`src/rtl/osc_pkg.sv`:
```
// Shared oscillator-path types and default widths.
// Used by the phase accumulator and the downstream waveform tables.
package osc_pkg;

    typedef enum logic {STOP, RUN} nco_state_e;

    localparam int unsigned PHASE_WIDTH_DEF = 24;
    localparam int unsigned DEPTH_DEF       = 512;

endpackage

```
`src/rtl/phase_accumulator.sv`:
```
// NCO phase accumulator: adds the tuning word on each sample tick and drives the table address.
// Latency: tick or sync at cycle N shows on addr_o/valid_o/wrap_o at N+1.
// Backpressure: one tuning word may wait in RUN; tuning_ready_o is low until it is applied at a wrap, sync or stop.
module phase_accumulator
    import osc_pkg::*;
#(
    parameter int unsigned phase_width_p = PHASE_WIDTH_DEF,
    parameter int unsigned depth_p       = DEPTH_DEF
) (
    input  logic                         clk_i,
    input  logic                         reset_ni,
    input  logic                         en_i,
    input  logic                         sync_i,
    input  logic                         sample_tick_i,
    input  logic [phase_width_p-1:0]     tuning_word_i,
    input  logic                         tuning_valid_i,
    output logic                         tuning_ready_o,
    output logic [$clog2(depth_p)-1:0]   addr_o,
    output logic                         valid_o,
    output logic                         wrap_o
);

    localparam int unsigned addr_width_lp = $clog2(depth_p);

    nco_state_e                 state_q, state_d;
    logic [phase_width_p-1:0]   phase_q;
    logic [phase_width_p-1:0]   ftw_q;
    logic [phase_width_p-1:0]   pend_word_q;
    logic                       pend_q;
    logic                       valid_q;
    logic                       wrap_q;

    logic [phase_width_p:0]     sum;
    logic                       carry;
    logic                       tick_run;
    logic                       leaving;
    logic                       accept;
    logic                       apply_pend;

    always_comb begin
        state_d = state_q;
        case (state_q)
            STOP:    if (en_i)  state_d = RUN;
            RUN:     if (!en_i) state_d = STOP;
            default: state_d = STOP;
        endcase
    end

    assign sum        = {1'b0, phase_q} + {1'b0, ftw_q};
    assign carry      = sum[phase_width_p];
    assign tick_run   = (state_q == RUN) && sample_tick_i;
    assign leaving    = (state_q == RUN) && !en_i;
    assign accept     = tuning_valid_i && !pend_q;
    // Frequency changes land only at phase-continuous points.
    assign apply_pend = pend_q && (sync_i || (tick_run && carry) || leaving);

    always_ff @(posedge clk_i or negedge reset_ni) begin
        if (!reset_ni) begin
            state_q     <= STOP;
            phase_q     <= '0;
            ftw_q       <= '0;
            pend_word_q <= '0;
            pend_q      <= 1'b0;
            valid_q     <= 1'b0;
            wrap_q      <= 1'b0;
        end else begin
            state_q <= state_d;
            valid_q <= 1'b0;
            wrap_q  <= 1'b0;

            if (sync_i) begin
                phase_q <= '0;
            end else if (tick_run) begin
                phase_q <= sum[phase_width_p-1:0];
                valid_q <= 1'b1;
                wrap_q  <= carry;
            end

            if (apply_pend) begin
                ftw_q  <= pend_word_q;
                pend_q <= 1'b0;
            end

            // accept implies no word is pending, so it never collides with apply_pend.
            if (accept) begin
                if ((state_q == STOP) || leaving) begin
                    ftw_q <= tuning_word_i;
                end else begin
                    pend_word_q <= tuning_word_i;
                    pend_q      <= 1'b1;
                end
            end
        end
    end

    assign addr_o         = phase_q[phase_width_p-1 -: addr_width_lp];
    assign valid_o        = valid_q;
    assign wrap_o         = wrap_q;
    assign tuning_ready_o = !pend_q;

endmodule
```
`config.mk`:
```
export PLATFORM = sky130hd
export DESIGN_NAME = phase_accumulator
export DESIGN_NICKNAME = d
export VERILOG_FILES = /design/src/rtl/osc_pkg.sv /design/src/rtl/phase_accumulator.sv
export SDC_FILE = /design/constraint.sdc
export NUM_CORES = 1
export LEC_CHECK = 0
export CORE_AREA = 3 3 93 95
export DETAILED_ROUTE_END_ITERATION = 10
export DIE_AREA = 0 0 96 98
export PLACE_DENSITY = 0.79
export REMOVE_ABC_BUFFERS = 1
export SLEW_MARGIN = 0
export SYNTH_ARGS = -nofsm -noshare
export SYNTH_HDL_FRONTEND = slang
export SYNTH_SLANG_ARGS = --single-unit
export TNS_END_PERCENT = 20
```
`constraint.sdc`:
```
create_clock -name clk_i -period 6 [get_ports clk_i]
set_input_delay 1.5 -clock clk_i [delete_from_list [all_inputs] [get_ports clk_i]]
set_output_delay 1.5 -clock clk_i [all_outputs]
set_load 0.01 [all_outputs]
```
Yosys cells after proc, flatten, opt, wreduce, memory -nomap -nowiden. Cells that the tools add are included.

Flip-flop bits (word level): 76. Output and inout port bits: 12. Logic and storage cells: 35.

Add/sub/neg operators: 1. Muxes and demuxes: 13. Bitwise gates (word level): 2. Reductions and logical operators: 12.

Operators by type and width (count): 2-to-1 mux 24 bit (5); adder 24 x 24 -> 25 bit (1); 2-to-1 mux 1 bit (8); logical AND 1 bit (5); logical OR 1 bit (3); zero test 1 bit (2); inverter 1 bit (2); AND reduction 2 bit (1); nonzero test 2 bit (1).

Logic depth before layout (Yosys ltp).
Depth in word-level cells: 8. Mapped depth: 13. Mapped depth without buffers: 11.

Worst setup path before layout. OpenSTA, ideal clock, no wires.

Kind: input to register. Start: input port en_i. End: register ftw_q[10]. Data arrival time: 2.842 ns. Data required time: 5.874 ns. Setup slack: 3.032 ns. Stages on the path: 7. Path buffers: 3. Path through: nand2_1 -> and3_1 -> clkbuf_1 -> clkbuf_1 -> clkbuf_1 -> a221o_1 -> a221o_1.

Longest elaborated chain between the ends: 7.

Ends and longest elaborated chain: start: declaration (RTL line phase_accumulator.sv:12) `input logic en_i,`; zero test 1 bit * (RTL line phase_accumulator.sv:52) `assign leaving = (state_q == RUN) && !en_i;`; logical AND 1 bit * (RTL line phase_accumulator.sv:52); logical OR 1 bit (RTL line phase_accumulator.sv:55) `assign apply_pend = pend_q && (sync_i || (tick_run && carry) || leaving);`; logical AND 1 bit (RTL line phase_accumulator.sv:55); 2-to-1 mux 24 bit (RTL line phase_accumulator.sv:79) `if (apply_pend) begin`; 2-to-1 mux 24 bit (RTL line phase_accumulator.sv:86) `if ((state_q == STOP) || leaving) begin`; 2-to-1 mux 24 bit * (RTL line phase_accumulator.sv:85) `if (accept) begin`; end signal: assignment (RTL line phase_accumulator.sv:80) `ftw_q <= pend_word_q;`; end signal: assignment (RTL line phase_accumulator.sv:87) `ftw_q <= tuning_word_i;`; end: declaration (RTL line phase_accumulator.sv:27) `logic [phase_width_p-1:0] ftw_q;`.

Every way passes the cells marked *; elsewhere a longest branch is shown, timed or not. A chain may end at the register's enable or synchronous reset.

Worst setup path in the final report.
Start: input port en_i. End: register ftw_q[0].

The elaborated chain is that of the path after synthesis.

==> flow_summary.yaml <==
setup_path:
  arrival_ns: 3.92
  path_class: "input port to flop"
  cp_max_fo: 49
  required_ns: 6.27
  end_kind: "flop"
  startpoint_type: "input port"
timing:
  fin_skew_ns: 0.0127
  post-route-period-util: 0.609
  tightest_slew_ns: 1.04
  drv_slew: 0
  rsz0062_at_grt: "false"
  fin_setup_tns_ns: 0
  fin_crit_ns: 3.65
  fin_ws_ns: 2.35
  setup_viol: 0
  max_clock_freq_ghz: 0.274
  hold_viol_final: 0
  slew_headroom: 0.305
  hold_ws_ns: 0.497
synthesis:
  yosysSeqAreaShare: 0.418
  synth_seq_cells: 76
  synth_cells: 429
  synthFlopType: "dfrtp_1"
  ys_warn_count: 0
  synth_cell_type_count: 49
  synthArstFlopShare: 1.00
  synth_edf_count: 0
  syn-cell-area_sq_um: 4550
  syn_avg_cell_area_sq_um: 10.6
place:
  hpwlAfterDp_um: 7110
  placedCellCount: 542
  place_congestion: 0.902
  post-place-ws_ns: 2.01
  io_buffers: 41
drt:
  drtAntennaViolNets: 0
  num_vias: 3506
  vias_per_cell: 6.28
  wl_um: 10200
  met3_length_um: 500
  top_layer_used: "met4"
  drt-met1-wl_um: 4780
  routedWlPerCell_um: 18.3
  route.met2.wl_um: 4760
  drc: 0
  drt_first_iter_violations: 175
  drtPass1Iterations: 5
cts:
  tritoncts: "yes"
  clock_sinks: 76
  cts_setup_buffers: 0
  cts_made_buffers: 9
  cts_buffer_depth: 2
  clock_latency_ns: 0.34
  cts_resized: 0
  htreeDepth: 3
  cts_root_buf: "clkbuf_8"
  cts_hold_buf: 0
  path_clk_slew_ns: 0.08
layout:
  drive_above_1_share: 0.121
  n_fill_cell: 621
  multi_input_area_sq_um: 2420
  seq_area_sq_um: 1900
  syn_to_final_growth_pct: 13.4
  instances_no_fill: 558
  antenna-diode-count: 0
  final_nets: 506
status:
  status: "finished clean"
floorplan:
  die_h_um: 98
  core_area_sq_um: 7810
  dieArea_sq_um: 9410
  ios: 42
  rows: 32
  floorplan.initialDensity: 0.583
  die_w_um: 96
power:
  switching_share: 0.338
  power.switching_mw: 0.621
  combPwrFrac: 0.346
  p_int_mw: 1.21
  p_seq_frac: 0.391
  peakVddDrop_mv: 0.208
  p_per_area_nw_per_um2: 356
  clkPwrFrac: 0.263
  power_leakage_nw: 2.30
worst_hold_path:
  min_path_type: "flop to flop"
grt:
  antenna_found_initial: 0
  grt_first_pass_wirelength_um: 17300
  grt_max_degree: 77
  grt_usage: 0.233
  first_global_vias: 3520
  gr-total-overflow: 0
job:
  drv_cap: 0
-- per-stage QoR --
| step | area [sq um] | power [mW] | util |
|---|---|---|---|
| final | 5160 | 1.84 | 0.661 |
| after global routing | 5160 | 1.96 | 0.661 |
| after CTS | 5160 | 1.84 | 0.661 |
| after detailed placement | 4910 | 1.36 | 0.629 |
| after global placement | 4910 | 1.33 | 0.629 |
| after floorplan | 4360 | 1.18 | - |
-- Yosys cell counts (all sizes together), types with 3 or more instances --
library cell / instances / area, sq um
clkbuf: 18 / 67.6
nor3: 3 / 15.0
xnor2: 8 / 70.1
nand2: 42 / 158
xor2: 9 / 78.8
inv: 10 / 37.5
o21ai: 27 / 139
a211o: 5 / 43.8
nor2: 8 / 30.0
nand3: 6 / 30.0
ha: 24 / 300
a21oi: 26 / 156
o31ai: 4 / 30.0
dfrtp: 76 / 1900
and3: 6 / 37.5
a221o: 48 / 480
o211ai: 5 / 51.3
a211oi: 3 / 35.0
nor3b: 23 / 173
and2: 3 / 18.8
a21o: 13 / 97.6
buf: 14 / 120
mux2: 24 / 270
-- cell families (layout without fill, tap and decap cells) --
| group | after synthesis | after routing | synth area share |
|---|---|---|---|
| AO/OA/AOI/OAI | 142 | 142 | 0.249 |
| AND/OR/NAND/NOR | 102 | 102 | 0.120 |
| flip-flops | 76 | 76 | 0.418 |
| buffers and inverters | 43 | 70 | 0.0503 |
| adder cells (fa/ha/maj) | 25 | 25 | 0.0704 |
| multiplexers | 24 | 24 | 0.0594 |
| XOR/XNOR | 17 | 17 | 0.0327 |
-- sequential cells by signal (all words and copies together) (netlist names) --
signal	cells
state_q	1
pend_word_q	24
pend_q	1
wrap_o	1
phase_q	24
ftw_q	24
valid_o	1
-- layout by cell type, fill, tap and decap left out, types with 6 or more instances in the layout --
cell type and n:
a21o_1 13, a21oi_1 23, a221o_1 48, clkbuf_8 9, clkdlybuf4s50_1 40, dfrtp_1 76, ha_1 24, inv_1 9
mux2_2 24, nand2_1 42, nand3_1 6, nor2_1 8, nor3b_1 23, o21ai_0 22, xnor2_1 8, xor2_1 9
-- critical path, cell delays in order --
cell and delay, ns:
clkdlybuf4s50_1 0.57, nand2_1 0.07, and3_2 0.50, a211oi_4 0.96
a221o_1 0.30
-- metal layers --
metal,vias up,track usage
li1,1676,-
met4,0,0.0799
met1,1721,0.331
met3,12,0.0347
met5,-,0
met2,97,0.362
-- power by group through the flow --
stage | Sequential (mW) | Clock [mW] | Combinational [mW]
after detailed placement | 0.725 | 0 | 0.630
after global placement | 0.719 | 0 | 0.606
final | 0.718 | 0.482 | 0.635
after CTS | 0.716 | 0.487 | 0.634
after floorplan | 0.694 | 0 | 0.481
after global routing | 0.734 | 0.514 | 0.710
-- worst paths after layout --
path / slack, ns / end / depth (start not counted) / start
min reg2reg: 0.50 / phase_q[8] / 2 / phase_q[8]
min: 0.50 / phase_q[8] / 2 / phase_q[8]
max in group asynchronous: 4.10 / pend_word_q[13] / 1 / reset_ni
min in group asynchronous: 1.30 / phase_q[2] / 1 / reset_ni
max reg2reg: 2.59 / ftw_q[0] / 11 / ftw_q[0]
max: 2.35 / ftw_q[0] / 5 / en_i
-- layout make-up --
cell class                 instances  share of cell area
multi-input combinational        310               0.469
sequential                        76               0.368
timing repair buffer              43              0.0819
tap                              102              0.0247
clock buffer                       9              0.0240
clock inverter                     7              0.0240
inverter                          11             0.00800
No activity file was read; power rests on OpenSTA's default activity.
